<file path="src/rtl/detect_event_monitor.sv">
// Event monitor behind the serial sequence detector: edge-counts the match level, keeps
// lifetime and per-window counts, and raises an acknowledged alarm. Option: DET_TIMESTAMP_EN.
module detect_event_monitor #(
    parameter int unsigned CNT_W   = 16,
    parameter int unsigned TH_W    = 8,
    parameter int unsigned WIN_LEN = 64,
    parameter int unsigned HOLD    = 4
) (
    input  logic             clk,
    input  logic             rst,
    input  logic             det_in,
    input  logic             en,
    input  logic             clr,
    input  logic             ack,
    input  logic [TH_W-1:0]  thresh,
    output logic [CNT_W-1:0] total_cnt,
    output logic [TH_W-1:0]  win_cnt,
    output logic             alarm,
    output logic             alarm_pulse,
`ifdef DET_TIMESTAMP_EN
    output logic [CNT_W-1:0] last_stamp,
`endif
    output logic [1:0]       state_o
);

    localparam int unsigned TMR_W = $clog2(WIN_LEN);
    localparam int unsigned HLD_W = $clog2(HOLD + 1);
    localparam logic [TMR_W-1:0] TmrLast  = TMR_W'(WIN_LEN - 1);
    localparam logic [HLD_W-1:0] HoldInit = HLD_W'(HOLD);

    typedef enum logic [1:0] {
        StIdle  = 2'b00,
        StArmed = 2'b01,
        StAlert = 2'b10,
        StCool  = 2'b11
    } state_e;

    state_e             state_q, state_d;
    logic [CNT_W-1:0]   total_q, total_d;
    logic [TH_W-1:0]    win_q, win_d;
    logic [TMR_W-1:0]   timer_q, timer_d;
    logic [HLD_W-1:0]   hold_q, hold_d;
    logic               alarm_q, alarm_d;
    logic               pulse_q, pulse_d;
    logic               det_prev_q, det_prev_d;

    logic               evt;
    logic               cnt_evt;
    logic [CNT_W-1:0]   total_inc;
    logic [TH_W-1:0]    win_inc;

    assign evt       = det_in & ~det_prev_q;
    assign total_inc = (total_q == '1) ? total_q : total_q + CNT_W'(1);
    assign win_inc   = (win_q == '1) ? win_q : win_q + TH_W'(1);

    always_comb begin
        state_d    = state_q;
        total_d    = total_q;
        win_d      = win_q;
        timer_d    = timer_q;
        hold_d     = hold_q;
        alarm_d    = alarm_q;
        pulse_d    = 1'b0;
        det_prev_d = det_in;
        cnt_evt    = 1'b0;

        if (clr) begin
            // Clear discards any event in the same cycle; det_prev still tracks the level.
            total_d = '0;
            win_d   = '0;
            timer_d = '0;
            alarm_d = 1'b0;
            state_d = en ? StArmed : StIdle;
        end else begin
            unique case (state_q)
                StIdle: begin
                    if (en) begin
                        state_d = StArmed;
                        timer_d = '0;
                    end
                end
                StArmed: begin
                    if (!en) begin
                        state_d = StIdle;
                    end else begin
                        cnt_evt = evt;
                        if (timer_q == TmrLast) begin
                            // An event on the wrap cycle opens the new window.
                            timer_d = '0;
                            win_d   = evt ? TH_W'(1) : '0;
                        end else begin
                            timer_d = timer_q + TMR_W'(1);
                            if (evt) begin
                                win_d = win_inc;
                            end
                        end
                        // Compare only on an event so a lowered threshold waits for the next one.
                        if (evt && (thresh != '0) && (win_d >= thresh)) begin
                            state_d = StAlert;
                            alarm_d = 1'b1;
                            pulse_d = 1'b1;
                        end
                    end
                end
                StAlert: begin
                    cnt_evt = evt;
                    if (ack) begin
                        alarm_d = 1'b0;
                        hold_d  = HoldInit;
                        state_d = StCool;
                    end
                end
                StCool: begin
                    cnt_evt = evt;
                    hold_d  = hold_q - HLD_W'(1);
                    if (hold_q == HLD_W'(1)) begin
                        win_d   = '0;
                        timer_d = '0;
                        state_d = en ? StArmed : StIdle;
                    end
                end
            endcase

            if (cnt_evt) begin
                total_d = total_inc;
            end
        end
    end

    always_ff @(posedge clk) begin
        if (rst) begin
            state_q    <= StIdle;
            total_q    <= '0;
            win_q      <= '0;
            timer_q    <= '0;
            hold_q     <= '0;
            alarm_q    <= 1'b0;
            pulse_q    <= 1'b0;
            det_prev_q <= 1'b0;
        end else begin
            state_q    <= state_d;
            total_q    <= total_d;
            win_q      <= win_d;
            timer_q    <= timer_d;
            hold_q     <= hold_d;
            alarm_q    <= alarm_d;
            pulse_q    <= pulse_d;
            det_prev_q <= det_prev_d;
        end
    end

`ifdef DET_TIMESTAMP_EN
    logic [CNT_W-1:0] cycle_q, cycle_d;
    logic [CNT_W-1:0] stamp_q, stamp_d;

    always_comb begin
        cycle_d = cycle_q + CNT_W'(1);
        stamp_d = stamp_q;
        if (clr) begin
            stamp_d = '0;
        end else if (cnt_evt) begin
            stamp_d = cycle_q;
        end
    end

    always_ff @(posedge clk) begin
        if (rst) begin
            cycle_q <= '0;
            stamp_q <= '0;
        end else begin
            cycle_q <= cycle_d;
            stamp_q <= stamp_d;
        end
    end

    assign last_stamp = stamp_q;
`endif

    assign total_cnt   = total_q;
    assign win_cnt     = win_q;
    assign alarm       = alarm_q;
    assign alarm_pulse = pulse_q;
    assign state_o     = state_q;

endmodule

</file>
<file path="config.mk">
export PLATFORM = sky130hd
export DESIGN_NAME = detect_event_monitor
export DESIGN_NICKNAME = d
export VERILOG_FILES = /design/src/rtl/detect_event_monitor.sv
export SDC_FILE = /design/constraint.sdc
export NUM_CORES = 1
export LEC_CHECK = 0
export ABC_AREA = 0
export CAP_MARGIN = 10
export CORE_AREA = 2 2 68 70
export CTS_CLUSTER_SIZE = 16
export DETAILED_ROUTE_END_ITERATION = 7
export DIE_AREA = 0 0 70 72
export GPL_TIMING_DRIVEN = 0
export PLACE_DENSITY = 0.81
export SYNTH_ARGS = -nofsm -noshare
export SYNTH_HDL_FRONTEND = slang
export SYNTH_SLANG_ARGS = --single-unit
</file>
<file path="constraint.sdc">
create_clock -name clk -period 6.35 [get_ports clk]
set_clock_uncertainty 0.15 [all_clocks]
set_input_delay 1.905 -clock clk [delete_from_list [all_inputs] [get_ports clk]]
set_output_delay 1.905 -clock clk [all_outputs]
set_load 0.005 [all_outputs]
</file>
==> results.cfg, run 1 <==
[synth]
synth_mux_area_share_pct = 0.879
synth_ff_type = dfxtp_1
synth_top_cell_area_share_pct = 33.4
yosys.area_share.simple_pct = 29.6
synth_compound_area_share_pct = 19.4
synth_edf_count = 0
ys_seq_area_share_pct = 33.4
synth_warnings = 0
synth_area_leader_cell = dfxtp_1
yosys-top-cells-count = dfxtp_1 (38), nor2_1 (37), nand2_1 (24), a21oi_1 (18)
ys_seq_elements = 38
synth_xor_area_share_pct = 5.77
syn_area_sq_mm = 0.00228
yosysMostFrequentCell = dfxtp_1
synth_cells = 283
yosysUniqueCellTypes = 55
synth.top_cells.by_area = dfxtp_1 (33%), ha_1 (7.1%), nor2_1 (6.1%)
synth_nets = 310
synth_top_family_by_area = simple AND/OR/NAND/NOR gates
postSynth.asyncResetShare_pct = 0
syn_area_per_cell_sq_um = 8.05
synth_fa_ha_area_share_pct = 7.14

[floorplanning]
dieArea_sq_mm = 0.00504
start_util_pct = 53.4
die_y_um = 72
fp.coreArea_sq_mm = 0.00426
io_pins = 42
dieWidth_um = 70
fp-row-count = 24

[timing]
period_minus_slack_ns = 4.93
hold_viol_final = 0
rsz0062_at_grt = no
worst_pin_slew_ns = 0.747
period_share_pct = 77.6
fmax_ghz = 0.203
setup_tns_ns = 0
relSlewSlack_pct = 49.6
report.final.slew_viol_count = 0
finalSetupViolCount = 0

[worst_setup_path]
crit_path_start_kind = input pin
critPathRequiredTime_ns = 6.35
rr_startpoint = timer_q[0]
crit_type = input pin to flop
crit_path_end_kind = flop
r2r_cells = 11
worstPathArrival_ns = 4.93
rrSetupSlack_ns = 3.14
reg2reg_to = alarm
critical_path_peak_fanout = 8

[global_route]
grt_pass1_vias = 2017
antenna_found_initial = 0
grt_start_max_net_pins = 13
grt_usage_pct = 22.3
grt_first_pass_wirelength_um = 9090
overflow = 0

[power]
ir_drop_v = 0.000142
powerDensity_mw_per_mm2 = 187
leakagePower_nw = 1.09
p_total_mw = 0.541

[route]
post_drt_wl_per_cell_um = 14.2
top_layer = met4
ant_nets = 0
drt_wl_total_um = 5470
wl_met2_um = 2550
viasPerCell = 5.80
first_pass_iters = 4
wirelength_met1_um = 2470
vias = 2229
dr_wl_met3_um = 269
drt_iter0_drc = 146
drc_errors = 0

[worst_hold_path]
worstHoldEndpoint = timer_q[1]
hold_path_depth = 2
hold_path_startpoint = timer_q[1]
hold_class = flop to flop

[final_layout]
drive_gt1_share_pct = 6.93
nets = 358
register_area_sq_um = 761
fillCellCount = 375
syn_to_final_growth_pct = 27.1
multi_input_area_sq_mm = 0.00143
diodes = 0

[clock_network]
cts_tree = done
cts_buffers = 5
ctsHoldBuffers = 0
cts.htree.levels = 2
cts_sinks = 38
post_cts_buffers = 0
clockBufferDepth = 2
cts-root-buf = clkbuf_8
clock_latency_ns = 0.29
path_clk_slew_ns = 0.07
post_cts_resized = 0

[placed_design]
io_buffers = 41
gp_congestion = 0.846
hpwl_um = 4020

[outcome]
run_status = complete, no violations

[run]
cap_viol_max_count = 0
==> power by group <==
part | total, mW | internal, mW | leakage (nW) | switching (mW)
logic | 0.0433 | 0.0192 | 0.707 | 0.0241
clock network | 0.257 | 0.168 | 0.0714 | 0.0893
registers | 0.240 | 0.239 | 0.306 | 0.00105
total | 0.541 | 0.426 | 1.09 | 0.114
==> worst max-delay path by stage <==
stage | start | to | slack (ns) | depth (start not counted)
detailed placement | det_in | state_o[1] | 1.15 | 11
global placement | det_in | state_o[0] | 1.18 | 11
global route | det_in | alarm | 1.11 | 11
floorplan | det_in | state_o[0] | 2.15 | 11
finish | det_in | alarm | 1.42 | 11
CTS | det_in | state_o[1] | 1.43 | 11
==> cells in the final DEF (no fill, tap or decap), types with 10 or more instances in the layout <==
| cell type | netlist | layout |
|---|---|---|
| a21oi_1 | 18 | 18 |
| a31oi_1 | 10 | 10 |
| clkdlybuf4s50_1 | 0 | 41 |
| dfxtp_1 | 38 | 38 |
| ha_1 | 13 | 13 |
| inv_1 | 14 | 14 |
| nand2_1 | 24 | 24 |
| nand3_1 | 14 | 14 |
| nor2_1 | 37 | 37 |
| o21ai_0 | 12 | 12 |
==> sequential cells by signal, summed over array words and instances (netlist names) <==
name	flops
total_cnt	16
win_cnt	8
timer_q	6
hold_q	3
state_o	2
alarm	1
alarm_pulse	1
det_prev_q	1
==> through the flow <==
step	hold WS, ns	utilization, %	instance area (sq um)	worst slack [ns]	instances
3_5_place_dp	0.323	64.6	2750	1.15	376
4_1_cts	0.346	67.9	2900	1.43	384
5_1_grt	0.380	67.9	2900	1.11	384
2_1_floorplan	0.294	-	2280	2.15	283
6_report	0.343	67.9	2900	1.42	384
3_3_place_gp	0.310	64.6	2750	1.18	376
==> cell type report <==
| cell class | count | share of cell area [%] |
|---|---|---|
| clock inverter | 2 | 2.07 |
| multi-input combinational | 224 | 49.4 |
| clock buffer | 6 | 2.85 |
| sequential | 38 | 26.3 |
| timing repair buffer | 41 | 14.2 |
| inverter | 14 | 1.82 |
| buffer | 7 | 1.21 |
| tap | 52 | 2.25 |
==> critical path: stages <==
cell,delay (ns)
clkdlybuf4s50_1,0.48
nor2b_1,0.16
clkbuf_1,0.40
o31a_1,0.37
nand2_1,0.12
xor2_1,0.14
nor2_1,0.06
ha_1,0.29
o211a_1,0.21
o311ai_0,0.63
o21ai_0,0.16
==> cells by family after synthesis <==
logic type,Yosys count
buf+inv,21
flops,38
mux,2
compound gates,68
simple gates,126
xor+xnor,15
fa+ha+maj,13
==> metal layers <==
layer | global-route usage, % | up-vias
li1 | - | 1126
met1 | 27.8 | 1018
met2 | 37.1 | 71
met3 | 5.28 | 14
met4 | 9.62 | 0
met5 | 0 | -
(Power assumes the default switching activity.)
==> run 2: changes to the inputs <==
Settings changed: CORE_AREA 2 2 68 70 to 2 2 73 75, DIE_AREA 0 0 70 72 to 0 0 75 77, PLACE_DENSITY 0.81 to 0.74.
Clock period 6.35 ns to 4.4 ns, I/O delays scaled along.
==> run 2 against run 1 <==
  * Register-to-register slack worse by 1.9 ns
  * Largest power group is now registers
  * Sequential cell count unchanged
  * Sequential share of layout area up 0.26 points
  * Non-clock buffer count unchanged
  * Global-route usage down 4.0 points
  * Utilization down 10 points
==> results.cfg, run 2 (synthesis results as in run 1) <==
[outcome]
run_status = complete, no violations

[worst_setup_path]
crit_type = input pin to flop
startpoint = det_in
max_stage_delay_ns = 0.49
crit_path_end_kind = flop
crit_slowest_cell = clkdlybuf4s50_1
rrSetupSlack_ns = 1.20
worstPathArrival_ns = 4.20
cp-endpoint = state_o[0]
crit_path_start_kind = input pin
rr_startpoint = timer_q[0]
critical_path_peak_fanout = 8
r2r_cells = 11
worstPathCellList = clkdlybuf4s50_1, nor2b_1, clkbuf_1, o31a_1, nand2_1, xor2_1, nor2_1, ha_1, o211a_1, o311ai_1, a31o_2
critPathRequiredTime_ns = 4.49
reg2reg_to = state_o[0]

[floorplanning]
dieWidth_um = 75
fp-row-count = 26
io_pins = 42
fp.coreArea_sq_mm = 0.00498
start_util_pct = 45.8
die_y_um = 77
dieArea_sq_mm = 0.00578

[clock_network]
clockBufferDepth = 2
ctsHoldBuffers = 0
cts_buffers = 5
post_cts_resized = 0
cts_sinks = 38
post_cts_buffers = 0
cts-root-buf = clkbuf_8
clock_latency_ns = 0.29
cts.htree.levels = 2
cts_tree = done
path_clk_slew_ns = 0.07

[power]
intPower_mw = 0.500
pwr-share-seq_pct = 52.7
leakagePower_nw = 1.07
ir_drop_v = 0.000144
swShare_pct = 24.1
clkPwrFrac_pct = 37.9
powerDensity_mw_per_mm2 = 230
p_comb_share_pct = 9.4
netSwitchingPower_mw = 0.159

[final_layout]
syn_to_final_growth_pct = 25.9
fin_cells = 402
fillCellCount = 482
largest_reg_flops = 16
diodes = 0
nets = 358
layout_commonest_cell = clkdlybuf4s50_1
multi_input_area_sq_mm = 0.00143
drive_gt1_share_pct = 6.63
mostFrequentLayoutCells = clkdlybuf4s50_1 (41), dfxtp_1 (38), nor2_1 (37)
register_area_sq_um = 761

[global_route]
grt_usage_pct = 18.3
grt_start_max_net_pins = 12
grt_first_pass_wirelength_um = 8430
overflow = 0
grt_pass1_vias = 1922
antenna_found_initial = 0

[placed_design]
io_buffers = 41
hpwl_um = 3840
preCtsSetupSlack_ns = -0.188
placedCellCount = 394
gp_congestion = 0.858

[timing]
timing.hold.ws_ns = 0.338
relSlewSlack_pct = 61.3
rsz0062_at_grt = no
fmax_ghz = 0.243
period_minus_slack_ns = 4.12
worst_slack_ns = 0.282
finalSetupViolCount = 0
report.final.slew_viol_count = 0
period_share_pct = 93.6
worst_pin_slew_ns = 0.575
hold_viol_final = 0

[route]
drc_errors = 0
post_drt_wl_per_cell_um = 12.6
ant_nets = 0
first_pass_iters = 4
viasPerCell = 5.43
vias = 2181
drt_wl_total_um = 5080
drt_iter0_drc = 93

[run]
cap_viol_max_count = 0

[worst_hold_path]
hold_class = flop to flop
## run 2: changes by cell type in the layout (fill, tap and decap cells not counted), sizes merged
cell / change
bufinv: -2
clkbuf: +1
clkinv: +1
## run 2: layer usage
layer | GRT usage, % | vias up | wire length, um
li1 | - | 1120 | -
met1 | 24.2 | 985 | 2410
met2 | 27.9 | 65 | 2280
met3 | 4.47 | 11 | 249
met4 | 7.86 | 0 | 142
met5 | 0 | - | 0
## run 2: final cells by class
class	count	area share (%)
flip-flops and latches	38	26.5
plain buffers	7	1.22
clock buffers	7	3.01
repair buffers	41	14.3
multi-input cells	224	49.8
inverters	14	1.83
clock inverters	1	0.175
well taps	70	3.06
## run 2: power by group through the flow
stage	combinational, mW	sequential, mW	clock, mW
final	0.0617	0.347	0.250
after global routing	0.0679	0.347	0.275
after CTS	0.0613	0.347	0.256
after detailed placement	0.0610	0.355	0
after global placement	0.0605	0.355	0
after floorplan	0.0342	0.355	0
## run 2: how the worst min path moves through the flow
| stage | start | endpoint | slack, ns | cells past startpoint |
|---|---|---|---|---|
| 2_1_floorplan | timer_q[1] | timer_q[1] | 0.29 | 2 |
| 3_3_place_gp | timer_q[1] | timer_q[1] | 0.31 | 2 |
| 3_5_place_dp | hold_q[1] | hold_q[1] | 0.33 | 2 |
| 4_1_cts | hold_q[1] | hold_q[1] | 0.35 | 2 |
| 5_1_grt | timer_q[2] | timer_q[2] | 0.37 | 2 |
| 6_report | hold_q[1] | hold_q[1] | 0.34 | 2 |
## run 2: critical path, delay by kind of cell
family                   cells  cell delay, ns
buffers and inverters        2            0.85
AND/OR/NAND/NOR              3            0.32
adder cells (fa/ha/maj)      1            0.28
AO/OA/AOI/OAI                4            1.26
XOR/XNOR                     1            0.16
## run 2: metrics by stage
| step | util (%) | setup TNS [ns] | power, mW | cell area (sq um) |
|---|---|---|---|---|
| after global routing | 57.6 | 0 | 0.690 | 2870 |
| after global placement | 55.8 | -0.617 | 0.415 | 2780 |
| after floorplan | - | 0 | 0.389 | 2280 |
| after detailed placement | 55.8 | -0.630 | 0.416 | 2780 |
| after CTS | 57.6 | 0 | 0.664 | 2870 |
| final | 57.6 | 0 | 0.658 | 2870 |
